--- src/rtl/rr_hold_arbiter.sv ---
// rr_hold_arbiter: round-robin arbiter with registered one-hot grant.
// The current owner keeps the grant while its request stays high; when it
// drops, the next round-robin winner is granted on the same edge.
// Optional feature: define ARB_MAX_HOLD_EN to cap ownership at MAX_HOLD
// cycles when another port is waiting (forced rotation, preempt_o pulse).
module rr_hold_arbiter #(
  parameter  int NUM_PORTS = 4,
  parameter  int MAX_HOLD  = 8,
  localparam int IDX_W     = (NUM_PORTS > 1) ? $clog2(NUM_PORTS) : 1
) (
  input  logic                 clk_i,
  input  logic                 rst_i,
  input  logic [NUM_PORTS-1:0] req_i,
  output logic [NUM_PORTS-1:0] gnt_o,
  output logic                 gnt_valid_o,
  output logic [IDX_W-1:0]     gnt_idx_o,
  output logic                 preempt_o
);

  typedef enum logic {
    ST_IDLE  = 1'b0,
    ST_GRANT = 1'b1
  } state_t;

  state_t               state_reg, state_next;
  logic [IDX_W-1:0]     ptr_reg, ptr_next;
  logic [IDX_W-1:0]     idx_reg, idx_next;
  logic [NUM_PORTS-1:0] gnt_reg, gnt_next;
  logic                 valid_reg, valid_next;
  logic                 preempt_reg, preempt_next;

  // Arbitration decision shared between the next-state and output logic
  logic                 do_grant;
  logic                 do_preempt;
  logic [IDX_W-1:0]     win_idx;
  logic [NUM_PORTS-1:0] win_onehot;
  logic [NUM_PORTS-1:0] others_req;
  logic                 owner_req;
  logic                 hold_expired;
  logic [IDX_W-1:0]     owner_plus1;
  logic [IDX_W:0]       rr_res;
  logic [IDX_W:0]       pre_res;

  // Increment an index, wrapping from NUM_PORTS-1 back to 0
  function automatic logic [IDX_W-1:0] wrap_inc(input logic [IDX_W-1:0] v);
    if (int'(v) >= NUM_PORTS - 1) begin
      return '0;
    end
    return v + IDX_W'(1);
  endfunction

  // First set bit of mask at or above start, wrapping; returns {found, index}
  function automatic logic [IDX_W:0] rr_pick(input logic [NUM_PORTS-1:0] mask,
                                             input logic [IDX_W-1:0]     start);
    logic             found;
    logic [IDX_W-1:0] pick;
    int               pos;
    found = 1'b0;
    pick  = '0;
    for (int i = 0; i < NUM_PORTS; i++) begin
      pos = int'(start) + i;
      if (pos >= NUM_PORTS) begin
        pos = pos - NUM_PORTS;
      end
      if (!found && mask[pos]) begin
        found = 1'b1;
        pick  = IDX_W'(pos);
      end
    end
    return {found, pick};
  endfunction

  // Per-port masks: competing requests and one-hot decode of the winner
  genvar gi;
  generate
    for (gi = 0; gi < NUM_PORTS; gi++) begin : g_port
      assign others_req[gi] = req_i[gi] & ~gnt_reg[gi];
      assign win_onehot[gi] = (win_idx == IDX_W'(gi));
    end
  endgenerate

  assign owner_req   = req_i[idx_reg];
  assign owner_plus1 = wrap_inc(idx_reg);
  assign rr_res      = rr_pick(req_i, ptr_reg);
  assign pre_res     = rr_pick(others_req, owner_plus1);

`ifdef ARB_MAX_HOLD_EN
  localparam logic [7:0] HOLD_LIM = 8'(MAX_HOLD);

  logic [7:0] hold_cnt_reg, hold_cnt_next;

  assign hold_expired = (hold_cnt_reg == HOLD_LIM);

  // Hold counter: 1 on the grant edge, then counts up and saturates
  always_comb begin
    hold_cnt_next = hold_cnt_reg;
    if (do_grant) begin
      hold_cnt_next = 8'd1;
    end else if (state_next == ST_IDLE) begin
      hold_cnt_next = '0;
    end else if (hold_cnt_reg != HOLD_LIM) begin
      hold_cnt_next = hold_cnt_reg + 8'd1;
    end
  end

  // Hold counter register
  always_ff @(posedge clk_i) begin
    if (rst_i) begin
      hold_cnt_reg <= '0;
    end else begin
      hold_cnt_reg <= hold_cnt_next;
    end
  end
`else
  // Unlimited hold: ownership is never forcibly rotated
  assign hold_expired = 1'b0;
`endif

  // Next-state logic: decide whether a (new) grant is issued this edge
  always_comb begin
    state_next = state_reg;
    do_grant   = 1'b0;
    do_preempt = 1'b0;
    win_idx    = idx_reg;
    case (state_reg)
      ST_IDLE: begin
        if (rr_res[IDX_W]) begin
          state_next = ST_GRANT;
          do_grant   = 1'b1;
          win_idx    = rr_res[IDX_W-1:0];
        end
      end
      ST_GRANT: begin
        if (owner_req) begin
          // Owner still wants it; only a hold timeout with a waiter moves it
          if (hold_expired && pre_res[IDX_W]) begin
            do_grant   = 1'b1;
            do_preempt = 1'b1;
            win_idx    = pre_res[IDX_W-1:0];
          end
        end else if (rr_res[IDX_W]) begin
          // Owner released: hand over directly, no idle bubble
          do_grant = 1'b1;
          win_idx  = rr_res[IDX_W-1:0];
        end else begin
          state_next = ST_IDLE;
        end
      end
      default: begin
        state_next = ST_IDLE;
      end
    endcase
  end

  // Output logic: next values of the registered grant outputs and pointer
  always_comb begin
    gnt_next     = gnt_reg;
    idx_next     = idx_reg;
    valid_next   = valid_reg;
    ptr_next     = ptr_reg;
    preempt_next = do_preempt;
    if (do_grant) begin
      gnt_next   = win_onehot;
      idx_next   = win_idx;
      valid_next = 1'b1;
      ptr_next   = wrap_inc(win_idx);
    end else if (state_next == ST_IDLE) begin
      gnt_next   = '0;
      idx_next   = '0;
      valid_next = 1'b0;
    end
  end

  // State register plus registered outputs, all updated on one edge
  always_ff @(posedge clk_i) begin
    if (rst_i) begin
      state_reg   <= ST_IDLE;
      ptr_reg     <= '0;
      idx_reg     <= '0;
      gnt_reg     <= '0;
      valid_reg   <= 1'b0;
      preempt_reg <= 1'b0;
    end else begin
      state_reg   <= state_next;
      ptr_reg     <= ptr_next;
      idx_reg     <= idx_next;
      gnt_reg     <= gnt_next;
      valid_reg   <= valid_next;
      preempt_reg <= preempt_next;
    end
  end

  assign gnt_o       = gnt_reg;
  assign gnt_valid_o = valid_reg;
  assign gnt_idx_o   = idx_reg;
  assign preempt_o   = preempt_reg;

endmodule
--- config.mk ---
export PLATFORM = sky130hd
export DESIGN_NAME = rr_hold_arbiter
export DESIGN_NICKNAME = d
export VERILOG_FILES = /design/src/rtl/rr_hold_arbiter.sv
export SDC_FILE = /design/constraint.sdc
export NUM_CORES = 1
export LEC_CHECK = 0
export ABC_AREA = 1
export CORE_UTILIZATION = 49
export DETAILED_ROUTE_END_ITERATION = 8
export PLACE_DENSITY = 0.76
export SETUP_SLACK_MARGIN = 0.02
export SLEW_MARGIN = 20
export SYNTH_ARGS = -nofsm -noshare
export SYNTH_HDL_FRONTEND = slang
export SYNTH_SLANG_ARGS = --single-unit
--- constraint.sdc ---
create_clock -name clk_i -period 2.25 [get_ports clk_i]
set_input_delay 0.5625 -clock clk_i [delete_from_list [all_inputs] [get_ports clk_i]]
set_output_delay 0.5625 -clock clk_i [all_outputs]
set_load 0.005 [all_outputs]
Yosys cells after proc, flatten, opt, wreduce, memory -nomap -nowiden

Index checks and enable logic that the tools add are counted.

$lt $le $gt $ge: 10
Muxes and demuxes: 44
Add/sub/neg operators: 8
Equal/unequal tests: 4
Bitwise operators: 1
Reduce and logical (&&, ||, !) cells: 7

Operator list:

| operator            | count |
|---|---|
| $lt 32x4->1 const B | 4 |
| $mux 32             | 4 |
| $mux 1              | 20 |
| $mux 2              | 10 |
| $sub 3x3->4 const B | 3 |
| $bmux 1 s2          | 5 |
| $ge 3x3->1 const B  | 3 |
| $mux 4              | 2 |
| $add 2x2->3 const B | 2 |
| $eq 2x2->1 const B  | 2 |
| $pmux 1 s2          | 2 |
| $pmux 2 s2          | 1 |
| $sub 2x3->4 const B | 1 |
| $add 2x1->3 const B | 1 |
| $ge 2x3->1 const B  | 1 |
| $logic_and 1x1->1   | 3 |
| $logic_not 1->1     | 3 |
| $lt 2x3->1 const B  | 1 |
| $add 2x1->2 const B | 1 |
| $eq 2x1->1 const B  | 1 |
| $ge 2x2->1 const B  | 1 |
| $logic_not 2->1     | 1 |
| $ne 2x1->1 const B  | 1 |
| $not 1->1           | 1 |

Output and inout bits: 8
Flip-flop bits (word level): 10
Input port bits: 6
Word-level logic and storage cells: 79

Logic depth before layout (Yosys ltp)

Gate-level depths: netlist (run 1).

Word-level depth: 22
Mapped depth: 16
Mapped depth without buffers: 16

Worst setup path after synthesis (run 1)

No wires, ideal clock.

Kind: input-to-reg
Start: input req_i[1]
End: register ptr_reg[1]
Arrival: 1.935 ns
Required time: 2.131 ns
Library setup time: 0.119 ns
Setup slack: 0.196 ns
Buffers on the path: 0
Stages on the path: 12
Cells stage by stage: inv_1 > a21oi_1 > o211ai_1 > nand2_1 > clkinv_2 > nand2_4 > nor2_2 > a21oi_2 > inv_1 > ha_1 > o21ai_0 > a21oi_1

Longest elaborated chain between the ends: 20
Elaborated cells on any way between the ends: 39
Those cells by class: 1 x add/sub; 1 x order compare; 31 x mux; 6 x reduce/logical

Ends and longest elaborated chain:

| element                                    | RTL line | source |
|---|---|---|
| start: declaration                         | 13       | `input logic [NUM_PORTS-1:0] req_i,` |
| $bmux 1 s2                                 | 65       | `if (!found && mask[pos]) begin` |
| $mux 1 (not written as such) (2 in series) | 65       |  |
| $mux 1                                     | 65       |  |
| $logic_not 1->1                            | 65       |  |
| $logic_and 1x1->1                          | 65       |  |
| $mux 1                                     | 65       |  |
| $logic_not 1->1                            | 65       |  |
| $logic_and 1x1->1                          | 65       |  |
| (+3 left out)                              | -        |  |
| $mux 2 or $mux 1 (tied branches)           | 65       |  |
| $mux 2                                     | 127, 141 |  |
| $mux 2                                     | 134      | `if (owner_req) begin` |
| $pmux 2 s2                                 | 125      | `case (state_reg)` |
| $ge 2x2->1                                 | 46       | `if (int'(v) >= NUM_PORTS - 1) begin` |
| $mux 1                                     | 46       |  |
| $mux 1                                     | 162      | `if (do_grant) begin` |
| $mux 2                                     | 49       | `return v + IDX_W'(1);` |
| end signal: assignment                     | 185      | `ptr_reg <= ptr_next;` |
| end: declaration                           | 26       | `logic [IDX_W-1:0] ptr_reg, ptr_next;` |

Several ways; a longest one is shown, not always the timed one. The select of a mux whose other input is x is not followed.
A chain may end at the register's enable or synchronous reset.

Final worst setup path (run 1)

Start: input req_i[2]
End: register ptr_reg[1]

Same word-level chain as after synthesis.

==> results of run 1 <==
## placed cells by master, fill, tap and decap left out, drive strengths merged
| cell type | n |
|---|---|
| xor2 | 1 |
| inv | 14 |
| nor3 | 1 |
| conb | 1 |
| dlygate4sd2 | 4 |
| ha | 4 |
| nor2 | 11 |
| a21oi | 10 |
| buf | 11 |
| dfxtp | 10 |
| clkbuf | 4 |
| clkinv | 1 |
| clkdlybuf4s50 | 8 |
| o211ai | 1 |
| o21ai | 2 |
| nand2 | 55 |
| nand3 | 7 |
## final timing paths
path / end / slack (ps) / depth (start not counted)
worst max register to register: ptr_reg[1]$_SDFFE_PP0P_ / 200 / 12
worst min-delay path: gnt_o[2]$_SDFFE_PP0P_ / 470 / 2
worst min register to register: gnt_o[2]$_SDFFE_PP0P_ / 470 / 2
worst max-delay path: ptr_reg[1]$_SDFFE_PP0P_ / 160 / 13
## kinds of logic (layout without fill, tap and decap cells)
group / after synthesis / in the layout / synth area share, %
other: 1 / 1 / 0.512
XOR/XNOR: 1 / 1 / 1.20
adder cells (fa/ha/maj): 4 / 4 / 6.84
buffers and inverters: 18 / 42 / 10.9
AND/OR/NAND/NOR: 74 / 74 / 43.4
AO/OA/AOI/OAI: 13 / 13 / 9.74
flip-flops: 10 / 10 / 27.4
## layout make-up
type | count | area (sq um) | share of cell area [%]
Clock buffer | 4 | 36.3 | 3.67
Inverter | 15 | 57.6 | 5.82
Multi-Input combinational cell | 93 | 477 | 48.2
Sequential cell | 10 | 201 | 20.4
Tap cell | 15 | 18.8 | 1.90
Timing Repair Buffer | 23 | 198 | 20.0
## power by group
part           internal, uW  switching (uW)  total, uW  leakage [uW]
registers               251            61.7        313     0.0000830
clock network          98.3            67.6        166     0.0000210
logic                   532             595       1130      0.000416
total                   881             725       1610      0.000520
## per-stage QoR
| stage | TNS (ps) | hold slack, ps |
|---|---|---|
| floorplan | 0 | 462 |
| global placement | -1320 | 453 |
| detailed placement | -1670 | 461 |
| CTS | 0 | 474 |
| global route | 0 | 491 |
| finish | 0 | 471 |
## worst register-to-register path: cells and delay by family, from the launching register on
| family | cells | cell delay [ps] |
|---|---|---|
| adders and majority gates | 1 | 300 |
| DFF | 1 | 350 |
| buffers and inverters | 2 | 360 |
| AOI/OAI and AO/OA | 2 | 180 |
| and+or+nand+nor | 7 | 740 |
## per-layer routing
| layer | GRT usage (%) | up-vias |
|---|---|---|
| met5 | 0 | - |
| met2 | 42.9 | 12 |
| met3 | 1.63 | 4 |
| li1 | - | 416 |
| met4 | 12.5 | 0 |
| met1 | 25.2 | 347 |
## cells in the mapped netlist, drive strengths merged
library cell  instances
o211ai                1
nand2                55
nor3                  1
inv                  14
dfxtp                10
conb                  1
nand3                 7
clkinv                1
buf                   3
a21oi                10
o21ai                 2
ha                    4
nor2                 11
xor2                  1
## what timing repair did
action | in CTS | in global routing
endpoints found under the setup margin | 4 | 4
setup buffers | 1 | 0
pin swaps | 5 | 0
gates resized for setup | 13 | 3
hold endpoints to repair | 0 | 0
==> results by group, run 1 <==
Run status
  – Status: finished, final reports clean

CTS
  – Worst skew pair latency: 270 ps
  – Longest Clk Path Bufs: 2
  – Clock transition at the registers of the reported paths: 70 ps
  – # H-tree levels: 1
  – Cts-stage hold buffer count: 0
  – Root buf cell: clkbuf_4
  – CTS Buf Count: 3
  – Clock sinks: 10
  – CTS tree: built

GRT
  – GRT Util Overall: 22.9%
  – Congestion Overflow GR: 0
  – Largest net degree at the start of global routing: 9
  – Initial antenna violation count: 0
  – First-pass GRT wire length: 2510 um
  – Vias in the first global route: 693

Drt
  – Vias: 779
  – Top Metal Used: met4
  – First-pass iteration count of the detailed router: 4
  – DRC viols: 0
  – Post-Route M1 WL: 779 um
  – WL per Instance: 10.4 um
  – Vias per cell: 4.87
  – ANT nets after route: 0
  – DRT Wirelength: 1660 um
  – Metal3 WL: 36 um
  – Met2 routed WL: 818 um
  – Initial drt markers: 4

Synth
  – Share of Yosys cell area claimed by the top area cell type: 27.4%
  – Flops & latches, synth: 10
  – Cell variety after synth: 22
  – Cell count after synthesis: 121
  – Top cells by area, synth: dfxtp_1 (27%), nand2_1 (26%), ha_1 (6.8%)
  – Area leader, netlist: dfxtp_1
  – Synth Area per Inst: 6.05 sq um
  – Net Count, Synth: 131
  – Synthesized area: 732 sq um
  – Sequential area share after synthesis: 27.4%
  – Synth warnings: 0

Worst setup path
  – CP arrival: 2250 ps
  – Delay of the slowest critical-path stage: 300 ps
  – Startpoint types: primary input
  – Setup CP Type: in2reg
  – Ordered list of cells on the worst path: dlygate4sd2_1, inv_2, nand2_2, nand3_1, nand2_2, nor2_2, nand3_2, buf_4, nor2_1, nor2_2, ha_1, o21ai_1, a21oi_1
  – RR Startpoint: ptr_reg[0]$_SDFFE_PP0P_
  – Worst path slowest cell: ha_1
  – CP delay by family, top: simple AND/OR/NAND/NOR gates
  – Buffers & Inverters on Critical Path: 3
  – WP data required: 2410 ps
  – Worst setup EP type: flop
  – Max FO, Critical Path: 4
  – Crit. Startpoint: req_i[2]

Min path
  – HP Class: reg2reg
  – Hold Path Origin: gnt_o[2]$_SDFFE_PP0P_

Floorplan
  – Initial Util: 54.2%
  – Die Height: 40.7 um
  – Core outline area: 1350 sq um
  – Io pins: 14
  – Placement Rows: 13
  – Die ar.: 1650 sq um
  – Die width: 40.7 um

Place
  – Post-Place Setup Slack: -421 ps
  – Port bufs: 12
  – Placed Instances: 155
  – Global placement routability congestion: 0.767
  – DP HPWL: 1240 um
  – Post-DP Area: 923 sq um

Final layout
  – Largest register FFs: 4
  – Core Util, Final: 73.2%
  – Non-Filler Instances: 160
  – Design area: 988 sq um
  – Filler instances: 116
  – Antenna cells: 0
  – Final net count: 156
  – Layout cells sized above 1: 26.2%
  – Area Growth Syn to Fin: 35.0%

STA
  – Setup violators final: 0
  – Min Tclk post-route: 2090 ps
  – RSZ-0062 raised after global routing: no
  – Post-route worst setup slack: 163 ps
  – FMAX: 0.479 GHz
  – Period utilization: 92.8%
  – Final Slew Violations: 0
  – Final Hold Viols: 0
  – Worst Skew: 1.46 ps

Pwr
  – Power per cell area: 1620 nW/um^2
  – Final Power: 1610 uW
  – Pleak: 0.000520 uW
  – Peak supply drop: 1030 uV

Run
  – Number of max-cap violations: 0
Power figures use the tool's default switching activity.
==> inputs of run 2 (changes only) <==
- HOLD_SLACK_MARGIN: unset -> 0.15
- SKIP_CTS_REPAIR_TIMING: unset -> 1
==> run 2 against run 1 <==
Net effect: first-iteration DRC count increased by 75%; clock-buffer cell count is the same; non-clock buffer count increased by 1; critical endpoint unchanged; sequential share of layout area is 0.40 points lower; die area is the same; clock power about the same; combinational power hardly changed; worst hold slack lost 1.3 ps; final cell count rose by 0.63%.
==> results by group, run 2 (synthesis results as in run 1) <==
CTS
  – Longest Clk Path Bufs: 2
  – CTS Buf Count: 3
  – Worst skew pair latency: 260 ps
  – Clock sinks: 10
  – CTS tree: built
  – Clock transition at the registers of the reported paths: 70 ps
  – Root buf cell: clkbuf_4
  – # H-tree levels: 1

Floorplan
  – Die width: 40.7 um
  – Die Height: 40.7 um
  – Initial Util: 54.2%
  – Placement Rows: 13
  – Core outline area: 1350 sq um
  – Die ar.: 1650 sq um
  – Io pins: 14

STA
  – Period utilization: 90.5%
  – Worst Skew: 1.58 ps
  – Min Tclk post-route: 2040 ps
  – FMAX: 0.491 GHz
  – Hold WS: 470 ps
  – Final Hold Viols: 0
  – Final Slew Violations: 0
  – RSZ-0062 raised after global routing: no
  – Setup violators final: 0

Drt
  – ANT nets after route: 0
  – DRT Wirelength: 1610 um
  – WL per Instance: 10.0 um
  – Vias: 775
  – Vias per cell: 4.81
  – DRC viols: 0
  – Initial drt markers: 7
  – First-pass iteration count of the detailed router: 4

Place
  – DP HPWL: 1240 um
  – Port bufs: 12
  – Global placement routability congestion: 0.767

Pwr
  – Clock power share: 10.1%
  – P_int: 896 uW
  – Sw Pwr: 725 uW
  – Peak supply drop: 1020 uV
  – Power per cell area: 1610 nW/um^2
  – Logic gate share of total power: 70.5%
  – Flop pwr share: 19.4%
  – Pleak: 0.000556 uW
  – Final Power: 1620 uW
  – Switching Share: 44.7%

Final layout
  – Most common cell after layout, fill and taps aside: nand2_1
  – Layout cells sized above 1: 26.0%
  – Antenna cells: 0
  – Most frequent cells in the layout: nand2_1 (48), buf_4 (12), inv_1 (10)
  – Largest register FFs: 4
  – Area Growth Syn to Fin: 37.8%
  – Final net count: 157

GRT
  – Largest net degree at the start of global routing: 9
  – First-pass GRT wire length: 2410 um
  – Vias in the first global route: 653
  – Initial antenna violation count: 0
  – GRT Util Overall: 22.1%
  – Congestion Overflow GR: 0

Min path
  – HP Class: reg2reg
  – Hold Path Origin: gnt_o[2]$_SDFFE_PP0P_

Run status
  – Status: finished, final reports clean

Worst setup path
  – WP data required: 2410 ps
  – RR Startpoint: ptr_reg[0]$_SDFFE_PP0P_
  – Setup CP Type: reg2reg
  – Crit. Startpoint: ptr_reg[0]$_SDFFE_PP0P_
  – Startpoint types: flop
  – Max FO, Critical Path: 8
  – CP arrival: 2190 ps
  – Worst setup EP type: flop

Run
  – Number of max-cap violations: 0
==> run 2: cell count changes in the layout (fill, tap and decap cells not counted), sizes merged <==
cell          delta
dlymetal6s2s     +4
dlygate4sd2      -4
buf              +1
==> run 2: metrics by stage <==
stage	utilization (%)	TNS (ps)	cells	area, sq um	worst slack (ps)
2_1_floorplan	-	0	121	732	196
3_5_place_dp	68.4	-1670	155	923	-421
6_report	74.7	0	161	1010	215
4_1_cts	71.1	-335	159	960	-190
3_3_place_gp	68.4	-1320	155	923	-336
5_1_grt	74.7	0	161	1010	49.4
==> run 2: per-layer routing <==
layer / global-route usage, % / vias to the layer above / routed length (um)
met2: 40.1 / 7 / 823
li1: - / 419 / -
met5: 0 / - / 0
met1: 25.2 / 347 / 745
met4: 12.5 / 0 / 14
met3: 1.63 / 2 / 31
==> run 2: path summary, 6_finish.rpt <==
path / endpoint / slack (ps) / depth (start not counted)
worst max register to register: ptr_reg[1]$_SDFFE_PP0P_ / 210 / 14
worst max-delay path: ptr_reg[1]$_SDFFE_PP0P_ / 210 / 14
worst min register to register: gnt_o[2]$_SDFFE_PP0P_ / 470 / 2
worst min-delay path: gnt_o[2]$_SDFFE_PP0P_ / 470 / 2
==> run 2: power groups by stage <==
stage,clock network (uW),registers [uW],logic [uW]
floorplan,0,304,653
global route,172,325,1290
detailed placement,0,311,1040
CTS,165,308,1060
finish,164,314,1140
global placement,0,310,1020
==> run 2: final cells by class <==
type	count	area [sq um]
clock buffers	4	36.3
fillers	113	342
inverters	15	57.6
multi-input cells	93	474
flip-flops and latches	10	201
well taps	15	18.8
repair buffers	24	220
==> run 2: worst max-delay path, cell delays in order (launching register included) <==
cell and delay [ps]:
dfxtp_2 380, buf_4 170, nand2_1 60, nand2_1 120
nand2_1 60, nand2_1 90, nor2_2 50, nand3_2 90
nand2_4 60, buf_4 150, a21oi_2 140, inv_1 70
ha_1 300, o21ai_1 130, a21oi_1 50
==> inputs of run 3 (changes only) <==
- CTS_CLUSTER_DIAMETER: unset -> 80
==> results of run 3 <==
Final layout, timing and power as in run 2 (identical DEF).
